File: config.mk
export PLATFORM = sky130hd
export DESIGN_NAME = debounce_bank
export DESIGN_NICKNAME = d
export VERILOG_FILES = /design/src/rtl/fpgaboy_pkg.sv /design/src/rtl/debounce_chan.sv /design/src/rtl/debounce_bank.sv
export SDC_FILE = /design/constraint.sdc
export NUM_CORES = 1
export LEC_CHECK = 0
export ABC_CLOCK_PERIOD_IN_PS = 4160
export CAP_MARGIN = 20
export CORE_ASPECT_RATIO = 1.1
export CORE_MARGIN = 8
export CORE_UTILIZATION = 30
export CTS_CLUSTER_DIAMETER = 80
export DETAILED_ROUTE_END_ITERATION = 10
export PLACE_DENSITY_LB_ADDON = 0.1
export SETUP_SLACK_MARGIN = 0.05
export SLEW_MARGIN = 20
export SYNTH_ARGS = -nofsm -noshare
export SYNTH_HDL_FRONTEND = slang
export SYNTH_HIERARCHICAL = 1
export SYNTH_SLANG_ARGS = --single-unit
File: constraint.sdc
create_clock -name clock -period 4.16 [get_ports clock]
set_input_delay 0.624 -clock clock [delete_from_list [all_inputs] [get_ports clock]]
set_output_delay 0.624 -clock clock [all_outputs]
set_load 0.02 [all_outputs]
File: src/rtl/fpgaboy_pkg.sv
// Shared constants and helper functions for the fpgaboy peripheral blocks.
package fpgaboy_pkg;

    // Number of bits needed to hold values 0 .. value-1.
    function automatic int clog2(input longint value);
        int     result;
        longint span;
        result = 0;
        span   = 1;
        while (span < value) begin
            span   = span * 2;
            result = result + 1;
        end
        return result;
    endfunction

endpackage

File: src/rtl/debounce_chan.sv
// One debounce channel: synchroniser chain, candidate register, saturating
// stability counter, clean level and registered rise/fall strobes.
module debounce_chan
    import fpgaboy_pkg::*;
#(
    parameter int   DELAY       = 1000000,
    parameter int   SYNC_STAGES = 2,
    parameter logic RESET_BIT   = 1'b0
) (
    input  logic clock,
    input  logic reset,
    input  logic tick,
    input  logic noisy,
    output logic clean,
    output logic rise,
    output logic fall
);

    localparam int               CNT_W = clog2(DELAY + 1);
    localparam logic [CNT_W-1:0] LIMIT = CNT_W'(DELAY);

    logic [SYNC_STAGES-1:0] sync_q;
    logic                   sync;
    logic                   cand;
    logic [CNT_W-1:0]       count;

    assign sync = sync_q[SYNC_STAGES-1];

    always_ff @(posedge clock or posedge reset) begin
        if (reset) begin
            sync_q <= {SYNC_STAGES{RESET_BIT}};
        end else begin
            sync_q <= {sync_q[SYNC_STAGES-2:0], noisy};
        end
    end

    // A change on sync always restarts the window, even once the count has
    // saturated, so a late toggle holds clean at its old value.
    always_ff @(posedge clock or posedge reset) begin
        if (reset) begin
            cand  <= RESET_BIT;
            count <= '0;
            clean <= RESET_BIT;
            rise  <= 1'b0;
            fall  <= 1'b0;
        end else begin
            rise <= 1'b0;
            fall <= 1'b0;
            if (sync != cand) begin
                cand  <= sync;
                count <= '0;
            end else if (count == LIMIT && clean != cand) begin
                clean <= cand;
                rise  <= cand;
                fall  <= ~cand;
            end else if (tick && count < LIMIT) begin
                count <= count + CNT_W'(1);
            end
        end
    end

endmodule

File: src/rtl/debounce_bank.sv
// Bank of WIDTH independent debounce channels with a global change flag
// formed from the per-channel rise/fall strobes.
module debounce_bank
    import fpgaboy_pkg::*;
#(
    parameter int               WIDTH       = 8,
    parameter int               DELAY       = 1000000,
    parameter int               SYNC_STAGES = 2,
    parameter logic [WIDTH-1:0] RESET_VAL   = '0
) (
    input  logic             clock,
    input  logic             reset,
    input  logic             tick,
    input  logic [WIDTH-1:0] noisy,
    output logic [WIDTH-1:0] clean,
    output logic [WIDTH-1:0] rise,
    output logic [WIDTH-1:0] fall,
    output logic             changed
);

    if (DELAY < 1) begin : g_bad_delay
        $error("debounce_bank: DELAY must be at least 1");
    end
    if (SYNC_STAGES < 2) begin : g_bad_sync
        $error("debounce_bank: SYNC_STAGES must be at least 2");
    end

    for (genvar i = 0; i < WIDTH; i++) begin : g_chan
        debounce_chan #(
            .DELAY      (DELAY),
            .SYNC_STAGES(SYNC_STAGES),
            .RESET_BIT  (RESET_VAL[i])
        ) u_chan (
            .clock(clock),
            .reset(reset),
            .tick (tick),
            .noisy(noisy[i]),
            .clean(clean[i]),
            .rise (rise[i]),
            .fall (fall[i])
        );
    end

    assign changed = |(rise | fall);

endmodule
* Word level (Yosys, flattened, before mapping)
Cells that the tools add are included.
Operators by class: $add $sub $neg 8, multipliers 0, div/mod/pow operators 0, order comparisons 8, equality and inequality tests 32, shift operators 0, multiplexer cells 56, bitwise gates (word level) 17, reductions and logical operators 41
Operators with widths (number):
- 20-bit two-way mux | 24
- 20-bit by 1-bit adder with 20-bit output (second input constant) | 8
- 20-bit == test (second input constant) | 8
- 20-bit < comparator (second input constant) | 8
- 1-bit two-way mux | 32
- 2-bit AND reduction | 16
- 1-bit logical AND | 16
- 1-bit != test | 16
- 2-bit by 1-bit != test with 1-bit output (second input constant) | 8
- 1-bit inverter | 16
- 2-bit nonzero test | 8
- 8-bit bitwise OR | 1
- 8-bit OR reduction | 1
Storage, ports and cells: register bits after elaboration 208, bits in latches 0, bits in writable memories 0, bits in read-only memories 0, bits of input ports 11, output and inout port bits 25, word-level logic and storage cells 210, memories 0

* Logic depth before layout (Yosys ltp)
Gate-level depths: netlist of run 1.
depth after elaboration 5, depth in mapped cells 7, mapped depth without buffers 7

* Cells and area by module
The synthesis of run 1 kept the hierarchy.
By module, submodules not included:
- debounce_chan | instances 8, cells each 141, area an instance 1327.5 µm², seq. area each 650.6 µm²
- debounce_bank | instances 1, cells each 5, area an instance 31.3 µm², seq. area each 0.0 µm²

* Worst setup path after synthesis of run 1
No wires, ideal clock.
kind input-to-reg, from in tick, to reg g_chan[0].u_chan.count[16], setup time 0.078 ns, arrival time 1.690 ns, required time 4.082 ns, slack 2.391 ns, stages 4, buffers on the path 0, cell sequence nand4_1 > or4b_4 > or3_1 > a21oi_1
Between the ends: word-level cells in the longest chain between the ends 3
Ends and longest elaborated chain:
- start, declared | line debounce_bank.sv:13 | input logic tick,
- 1-bit logical AND | line debounce_chan.sv:56 | end else if (tick && count < LIMIT) begin
- 2-bit nonzero test (no source line)
- 2-bit AND reduction (no source line)
- end signal, assigned | line debounce_chan.sv:57 | count <= count + CNT_W'(1);
- end, declared | line debounce_chan.sv:25 | logic [CNT_W-1:0] count;
No other way between the ends. A chain may end at the register's enable or synchronous reset.

* Final worst setup path of run 1
from reg g_chan[2].u_chan.rise, to out changed
Between the ends: word-level cells in the longest chain between the ends 2
Ends and longest elaborated chain:
- start, declared | line debounce_chan.sv:15 | output logic rise,
- start signal, assigned | line debounce_chan.sv:54 | rise <= cand;
- 8-bit bitwise OR | line debounce_bank.sv:44 | assign changed = |(rise | fall);
- 8-bit OR reduction | line debounce_bank.sv:44
- end, declared | line debounce_bank.sv:18 | output logic changed
No other way between the ends.

==> results of run 1 <==
[power groups by stage]
| stage | Clock, mW | Combinational (mW) | Sequential [mW] |
|---|---|---|---|
| floorplan | 0 | 0.236 | 2.15 |
| global placement | 0 | 0.336 | 2.16 |
| detailed placement | 0 | 0.338 | 2.16 |
| CTS | 2.39 | 0.340 | 2.13 |
| global route | 2.47 | 0.383 | 2.13 |
| finish | 2.28 | 0.328 | 2.12 |
[stage by stage]
step | total power [mW] | instance area (um^2) | utilization
after CTS | 4.85 | 12400 | 0.353
final | 4.73 | 12400 | 0.353
after floorplan | 2.38 | 10700 | -
after global placement | 2.50 | 11500 | 0.328
after global routing | 4.99 | 12400 | 0.353
after detailed placement | 2.50 | 11500 | 0.328
[sequential cells by signal, indices dropped and copies added, names as in the netlist]
| register | cells |
|---|---|
| g_chan.u_chan/count | 160 |
| g_chan.u_chan/fall | 8 |
| g_chan.u_chan/cand | 8 |
| g_chan.u_chan/clean | 8 |
| g_chan.u_chan/rise | 8 |
| g_chan.u_chan/sync_q | 16 |
[routing by layer]
layer / GRT usage / vias up / routed length (um)
li1: - / 4016 / -
met2: 0.196 / 115 / 11200
met5: 0 / - / 0
met1: 0.165 / 3888 / 11900
met3: 0.0206 / 31 / 966
met4: 0.0306 / 0 / 445
[final timing paths]
path / from / end / slack (ps) / cells past startpoint
worst min register to register: g_chan[3].u_chan/sync_q[0] / g_chan[3].u_chan/sync_q[1] / 340 / 0
worst max-delay path: g_chan[2].u_chan/rise / changed / 1070 / 3
min in group asynchronous: reset / g_chan[3].u_chan/cand / 1100 / 2
worst max register to register: g_chan[5].u_chan/count[12] / g_chan[5].u_chan/count[10] / 1820 / 5
worst min-delay path: g_chan[3].u_chan/sync_q[0] / g_chan[3].u_chan/sync_q[1] / 340 / 0
max in group asynchronous: reset / g_chan[5].u_chan/count[9] / 2570 / 2
[logic make-up (layout without fill, tap and decap cells)]
family / after synthesis / in the layout
and+or+nand+nor: 461 / 461
DFF: 208 / 208
AOI/OAI and AO/OA: 184 / 184
xor gates and xnor gates: 144 / 144
buffers and inverters: 120 / 171
adders and majority gates: 16 / 16
[layout by cell type, fill, tap and decap left out, types with 16 or more instances in the layout]
cell / instances
nor2_1: 176
and4_1: 16
and2_1: 16
a21oi_1: 88
o21ai_0: 24
inv_1: 64
clkbuf_16: 27
nor3_1: 32
xnor2_1: 128
a211oi_1: 24
nand4_1: 73
buf_4: 18
clkdlybuf4s50_1: 35
nor4_1: 28
dfrtp_1: 208
nand2_1: 48
nand3_1: 32
ha_1: 16
[cell type report]
type                    instances  area [um^2]  area share
clock buffers                  38          787      0.0636
repair buffers                 53          485      0.0393
well taps                     444          556      0.0449
clock inverters                 8         90.1     0.00728
multi-input cells             805         4970       0.402
flip-flops and latches        208         5200       0.421
inverters                      72          270      0.0219
[critical path: stages (launching register included)]
cell and delay, ps:
dfrtp_1 420, nor4_1 790, nand4_1 160, clkdlybuf4s50_1 580
==> results.md, run 1 <==
* Resize count post-CTS at 0
* Die ar. at 41800 um^2
* CP arrival at 2460 ps
* Core Area at 35000 um^2
* Hold slack final at 344 ps
* Final nets at 1194
* Ys flop type: dfrtp_1
* # DRC at 0
* Largest net degree at the start of global routing at 27
* MaxCap Viol Count at 0
* DIE WIDTH at 196 um
* Post-CTS Setup Inserts at 0
* Synth Area in Simple Gates at 0.223
* WL per Instance at 15.1 um
* Sequential share of power at 0.449
* FP Rows at 72
* # hold bufs at CTS at 0
* Fmax at 324 MHz
* Post-synth EDFFs at 0
* Dpl cells at 1582
* Max_slew headroom at 0.363
* CTS tree: yes
* Most numerous cell in the Yosys netlist: dfrtp_1
* # setup viols final at 0
* Leakage power at 4.92 nW
* Switch Pwr at 1.13 mW
* Seq/Total Area, Yosys at 0.489
* Peak supply drop at 0.307 mV
* # fillers at 3545
* Cell internal pwr at 3.61 mW
* IO Pins at 36
* Proportion of layout cells with a drive suffix above 1 at 0.0709
* Synth unique cells at 29
* Compound-Gate Fraction of Synth Area at 0.106
* N_diodes at 0
* Total CTS buffers at 27
* Worst skew pair latency at 520 ps
* Syn_area_per_cell at 9.40 um^2
* Clock transition at path regs at 50 ps
* Post-Synth XOR/XNOR Area at 0.118
* Syn nets at 1160
* DP Worst Slack at 1250 ps
* Final HPWL DP at 16.5 mm
* CP Class: reg -> out
* Post-route ant nets at 0
* Comb pwr share at 0.069
* Async set-reset flop share out of synthesis at 1.00
* Initial antenna violation count at 0
* Largest family of logic cells by synthesized area: simple AND/OR/NAND/NOR gates
* DR iter-0 viols at 489
* Area growth, synth to finish at 16.1%
* Pre-Repair DR Iteration Count at 4
* Status: complete, no violations
* Clock Path Buffers at 3
* Pins Over Slew Limit at 0
* Vias in the first global route at 8079
* Clock sink count at 208
* Final Cycle Share at 0.742
* Post-synth top area cell: dfrtp_1
* Worst setup margin at 1070 ps
* CP endpoint kind: primary output
* H-tree depth at 1
* Root Buffer: clkbuf_16
* Hold Vio Cnt, Final at 0
* Total track usage at 0.120
* Overflow after GRT at 0
* Layout Cells excl Fill at 1628
* Worst Hold Class: reg -> reg
* Vias/cell at 4.94
* Final GP Congestion at 0.731
* Post-Syn Area at 10700 um^2
* Clock network fraction of total power at 0.482
* Critical path data required time at 3540 ps
* Tmin final at 3090 ps
* Fraction of the mapped netlist area in adder cells at 0.0188
* Synth top area share at 0.489
* Commonest cells post-synth: dfrtp_1 (208), nor2_1 (176), xnor2_1 (128)
* Initial Util at 0.304
* Clock Skew at 10.2 ps
* Setup TNS at 0 ps
* Final wirelength at 24.5 mm
* First-pass GRT wire length at 42.2 mm
* Slew @ Worst Pin at 950 ps
* Switching Share at 0.238
* Vias at 8050
* #FFs+latches synth at 208
* Cells after Synth at 1133
* Synth top area cells: dfrtp_1 (49%), xnor2_1 (11%), nor2_1 (6.2%), nand4_1 (4.3%), a21oi_1 (4.1%)
* Buffers on Ports at 35
* RSZ-0062 raised after global routing: no
* Crit start category: flop
* Syn. warnings at 6
* CP max FO at 2
* Die Y at 214 um
* Pwr dens at 383 nW/um^2
* Post-synthesis mux area share at 0
(Power assumes the default switching activity.)
==> inputs of run 2 (changes only) <==
--- a/config.mk
+++ b/config.mk
@@ -5,7 +5,7 @@
 export SDC_FILE = /design/constraint.sdc
 export NUM_CORES = 1
 export LEC_CHECK = 0
-export ABC_CLOCK_PERIOD_IN_PS = 4160
+export ABC_CLOCK_PERIOD_IN_PS = 3000
 export CAP_MARGIN = 20
 export CORE_ASPECT_RATIO = 1.1
 export CORE_MARGIN = 8
==> constraint.sdc (replaced) <==
create_clock -name clock -period 3 [get_ports clock]
set_input_delay 0.45 -clock clock [delete_from_list [all_inputs] [get_ports clock]]
set_output_delay 0.45 -clock clock [all_outputs]
set_load 0.02 [all_outputs]
==> results.md, run 2 (synthesis results as in run 1) <==
* Clock Path Buffers at 3
* Post-route ant nets at 0
* MaxCap Viol Count at 0
* Worst path bufs/invs at 1
* Critical path data required time at 2550 ps
* Crit-path max cell delay at 680 ps
* Biggest register: g_chan.u_chan/count
* Slew @ Worst Pin at 754 ps
* RSZ-0062 raised after global routing: no
* Most frequent cells in the layout: dfrtp_1 (208), nor2_1 (176), xnor2_1 (128)
* Crit start category: flop
* First-pass GRT wire length at 42.7 mm
* Status: complete, no violations
* Leakage power at 5.02 nW
* CP endpoint kind: primary output
* Peak supply drop at 0.401 mV
* Vias/cell at 4.88
* CP max FO at 2
* R2r startpoint: g_chan[6].u_chan/count[12]
* # fillers at 3557
* Worst Hold Class: reg -> reg
* DR iter-0 viols at 384
* Pre-Repair DR Iteration Count at 6
* WL per Instance at 14.9 um
* Crit path from: g_chan[6].u_chan/rise
* Post-CTS Setup Inserts at 0
* Total CTS buffers at 27
* CTS tree: yes
* R2R cell count at 5
* Initial antenna violation count at 0
* Total power at 6.48 mW
* Vias in the first global route at 8199
* Buffers on Ports at 35
* Hold path cells at 0
* Proportion of layout cells with a drive suffix above 1 at 0.0813
* H-tree depth at 1
* FP Rows at 72
* Fmax at 358 MHz
* Cell Chain, Critical Path: nor4_1 > nand4_1 > clkdlybuf4s50_1
* Layout Cells excl Fill at 1649
* # DRC at 0
* Area taken by flip-flops and latches at 5200 um^2
* Hold Vio Cnt, Final at 0
* Area growth, synth to finish at 17.1%
* Pins Over Slew Limit at 0
* # hold bufs at CTS at 0
* DIE WIDTH at 196 um
* Final wirelength at 24.6 mm
* Final nets at 1213
* Total track usage at 0.122
* Die Y at 214 um
* Worst R2R End: g_chan[6].u_chan/count[10]
* Worst setup margin at 205 ps
* Tmin final at 2800 ps
* Finished Cell Area at 12500 um^2
* WHS Endpoint: g_chan[7].u_chan/sync_q[1]
* Finished Core Util at 0.356
* Clock sink count at 208
* CP max stage cell: nor4_1
* # setup viols final at 0
* Commonest non-fill, non-tap cell in the layout: dfrtp_1
* IO Pins at 36
* Worst skew pair latency at 530 ps
* Clock Skew at 7.78 ps
* Final GP Congestion at 0.745
* Hold slack final at 344 ps
* DP Worst Slack at 538 ps
* Hold Crit Start: g_chan[7].u_chan/sync_q[0]
* Crit path depth at 3
* Final HPWL DP at 16.7 mm
* Root Buffer: clkbuf_16
* Placed cell areas at 11600 um^2
* N_diodes at 0
* Die ar. at 41800 um^2
* Max reg flops at 160
* Core Area at 35000 um^2
* Area of the multi-input gates at 4970 um^2
* Largest net degree at the start of global routing at 27
* Initial Util at 0.304
* Dpl cells at 1601
* Overflow after GRT at 0
* Max_slew headroom at 0.493
* Setup TNS at 0 ps
* Pwr dens at 519 nW/um^2
* CP Class: reg -> out
* Final Cycle Share at 0.932
* Vias at 8047
* Largest registers: g_chan.u_chan/count (160), g_chan.u_chan/sync_q (16)
* CP arrival at 2350 ps
* Resize count post-CTS at 0
* CP delay by family, top: simple AND/OR/NAND/NOR gates
* R2r setup slk at 960 ps
* Clock transition at path regs at 60 ps
-- run 2: cell types whose count changed in the layout (fill, tap and decap cells not counted), moves of 3 or more --
cell / before / now
buf_4: 18 / 36
inv_1: 64 / 72
inv_2: 7 / 0
clkinv_2: 6 / 12
clkbuf_8: 7 / 4
-- run 2: area by class of cell --
type,instances,share of cell area
clock buffers,34,0.0595
clock inverters,14,0.00782
repair buffers,72,0.0513
multi-input cells,805,0.398
well taps,444,0.0445
flip-flops and latches,208,0.417
inverters,72,0.0217
-- run 2: power breakdown --
group / total (mW) / switching [mW] / leakage, nW / internal [mW]
Sequential: 2.95 / 0.0735 / 2.84 / 2.87
Combinational: 0.477 / 0.304 / 1.76 / 0.173
Clock: 3.05 / 1.23 / 0.426 / 1.82
Total: 6.48 / 1.61 / 5.02 / 4.87
-- run 2: worst reg2reg max path, delay by kind of cell, from the launching register on --
kind	cells	cell delay [ps]
compound gates	3	680
flops	1	430
simple gates	2	820
-- run 2: metal layers --
metal,routed length [um],up-vias,global-route usage
li1,-,4074,-
met1,12100,3865,0.164
met2,11100,73,0.197
met3,871,35,0.0213
met4,519,0,0.0408
met5,0,-,0
-- run 2: worst max-delay path by stage --
stage	to	slack, ps
3_3_place_gp	g_chan[5].u_chan/count[16]	590
3_5_place_dp	g_chan[2].u_chan/count[16]	540
2_1_floorplan	g_chan[0].u_chan/count[10]	1400
5_1_grt	changed	60
4_1_cts	changed	140
6_report	changed	200
==> inputs of run 3 (changes only) <==
--- a/config.mk
+++ b/config.mk
@@ -5,7 +5,7 @@
 export SDC_FILE = /design/constraint.sdc
 export NUM_CORES = 1
 export LEC_CHECK = 0
-export ABC_CLOCK_PERIOD_IN_PS = 3000
+export ABC_CLOCK_PERIOD_IN_PS = 2400
 export CAP_MARGIN = 20
 export CORE_ASPECT_RATIO = 1.1
 export CORE_MARGIN = 8
==> constraint.sdc (replaced) <==
create_clock -name clock -period 2.4 [get_ports clock]
set_input_delay 0.36 -clock clock [delete_from_list [all_inputs] [get_ports clock]]
set_output_delay 0.36 -clock clock [all_outputs]
set_load 0.02 [all_outputs]
==> results.md, run 3 (synthesis results as in run 1) <==
* Proportion of layout cells with a drive suffix above 1 at 0.0888
* Final nets at 1223
* Total track usage at 0.120
* Finished Core Util at 0.361
* Cell Chain, Critical Path: nor4_2 > buf_4 > nand4_1 > clkdlybuf4s15_1
* Initial antenna violation count at 0
* Worst Hold Class: in -> reg
* Die Y at 214 um
* Clock transition at path regs at 60 ps
* First-pass GRT wire length at 42.4 mm
* Area of the multi-input gates at 4970 um^2
* Root Buffer: clkbuf_16
* Crit start category: flop
* H-tree depth at 1
* Final Cycle Share at 0.906
* Slew @ Worst Pin at 835 ps
* DP Worst Slack at 57.3 ps
* CTS tree: yes
* Commonest non-fill, non-tap cell in the layout: dfrtp_1
* CP Class: reg -> out
* Clock Path Buffers at 3
* Vias at 8086
* Post-route ant nets at 0
* N_diodes at 0
* Dpl cells at 1611
* Vias/cell at 4.87
* Total power at 8.43 mW
* Die ar. at 41800 um^2
* Worst skew pair latency at 520 ps
* WHS Endpoint: g_chan[0].u_chan/sync_q[0]
* DR iter-0 viols at 480
* R2R cell count at 5
* Layout Cells excl Fill at 1660
* R2r setup slk at 370 ps
* Initial Util at 0.304
* Largest net degree at the start of global routing at 27
* CP endpoint kind: primary output
* Critical path data required time at 2040 ps
* Pwr dens at 667 nW/um^2
* Most frequent cells in the layout: dfrtp_1 (208), nor2_1 (176), xnor2_1 (128)
* FP Rows at 72
* Hold Vio Cnt, Final at 0
* Clock Skew at 7.39 ps
* Max reg flops at 160
* Core Area at 35000 um^2
* WL per Instance at 14.8 um
* Worst R2R End: g_chan[5].u_chan/count[10]
* Area growth, synth to finish at 18.6%
* # fillers at 3527
* IO Pins at 36
* R2r startpoint: g_chan[5].u_chan/count[12]
* Hold Crit Start: noisy[0]
* Clock sink count at 208
* MaxCap Viol Count at 0
* Worst setup margin at 225 ps
* # setup viols final at 0
* DIE WIDTH at 196 um
* CP max stage cell: dfrtp_1
* Biggest register: g_chan.u_chan/count
* Setup TNS at 0 ps
* CP arrival at 1820 ps
* Pins Over Slew Limit at 0
* Overflow after GRT at 0
* Pre-Repair DR Iteration Count at 4
* Hold path cells at 1
* Max_slew headroom at 0.438
* Final HPWL DP at 16.8 mm
* Peak supply drop at 0.496 mV
* Vias in the first global route at 8182
* Final GP Congestion at 0.777
* Area taken by flip-flops and latches at 5200 um^2
* RSZ-0062 raised after global routing: no
* Leakage power at 5.10 nW
* Largest registers: g_chan.u_chan/count (160), g_chan.u_chan/sync_q (16)
* Fmax at 460 MHz
* Status: complete, no violations
* Total CTS buffers at 27
* Crit-path max cell delay at 430 ps
* # hold bufs at CTS at 0
* # DRC at 0
* CP max FO at 2
* Final wirelength at 24.5 mm
* Buffers on Ports at 35
* Tmin final at 2180 ps
-- run 3: cell count changes in the layout (fill, tap and decap cells not counted) --
cell	before	now
buf_4	36	46
bufinv_16	1	4
clkinv_2	12	9
clkbuf_1	3	5
clkdlybuf4s15_1	0	1
clkdlybuf4s50_1	35	34
clkinvlp_4	1	0
nor4_1	28	27
nor4_2	0	1
-- run 3: layout make-up --
cell class,count,share of cell area
Clock inverter,13,0.0131
Sequential cell,208,0.412
Inverter,72,0.0214
Clock buffer,36,0.0593
Multi-Input combinational cell,805,0.394
Tap cell,444,0.0440
Timing Repair Buffer,82,0.0567
-- run 3: worst max path at each step --
stage                                          start                         end  slack [ps]
after CTS                      g_chan[2].u_chan/rise                     changed         100
final                          g_chan[2].u_chan/rise                     changed         220
after detailed placement                        tick  g_chan[7].u_chan/count[16]          60
after global routing           g_chan[2].u_chan/rise                     changed          70
after global placement                          tick  g_chan[4].u_chan/count[18]          70
after floorplan           g_chan[0].u_chan/count[12]  g_chan[0].u_chan/count[10]         800
-- run 3: routing by layer --
metal,GRT usage,wire [um]
met1,0.164,12000
met2,0.193,11100
met3,0.0202,856
met4,0.0358,550
met5,0,0
-- run 3: worst max-delay path: cells and delay by family, from the launching register on --
family	cells	cell delay, ps
AND/OR/NAND/NOR	2	370
buffers and inverters	2	500
flip-flops	1	430
-- run 3: what timing repair did --
item	4_1_cts	5_1_grt
resized for setup	1	2
endpoints found under the setup margin	1	1
buffers inserted	0	0
-- run 3: power breakdown --
group | leakage [nW] | switching, mW | internal [mW]
Sequential | 2.84 | 0.0922 | 3.59
Combinational | 1.80 | 0.378 | 0.225
Clock | 0.459 | 1.54 | 2.61
-- run 3: through the flow --
| step | cell area [um^2] | hold WS (ps) |
|---|---|---|
| global placement | 11700 | 332 |
| CTS | 12600 | 238 |
| detailed placement | 11700 | 335 |
| floorplan | 10700 | 331 |
| global route | 12600 | 252 |
| finish | 12600 | 274 |
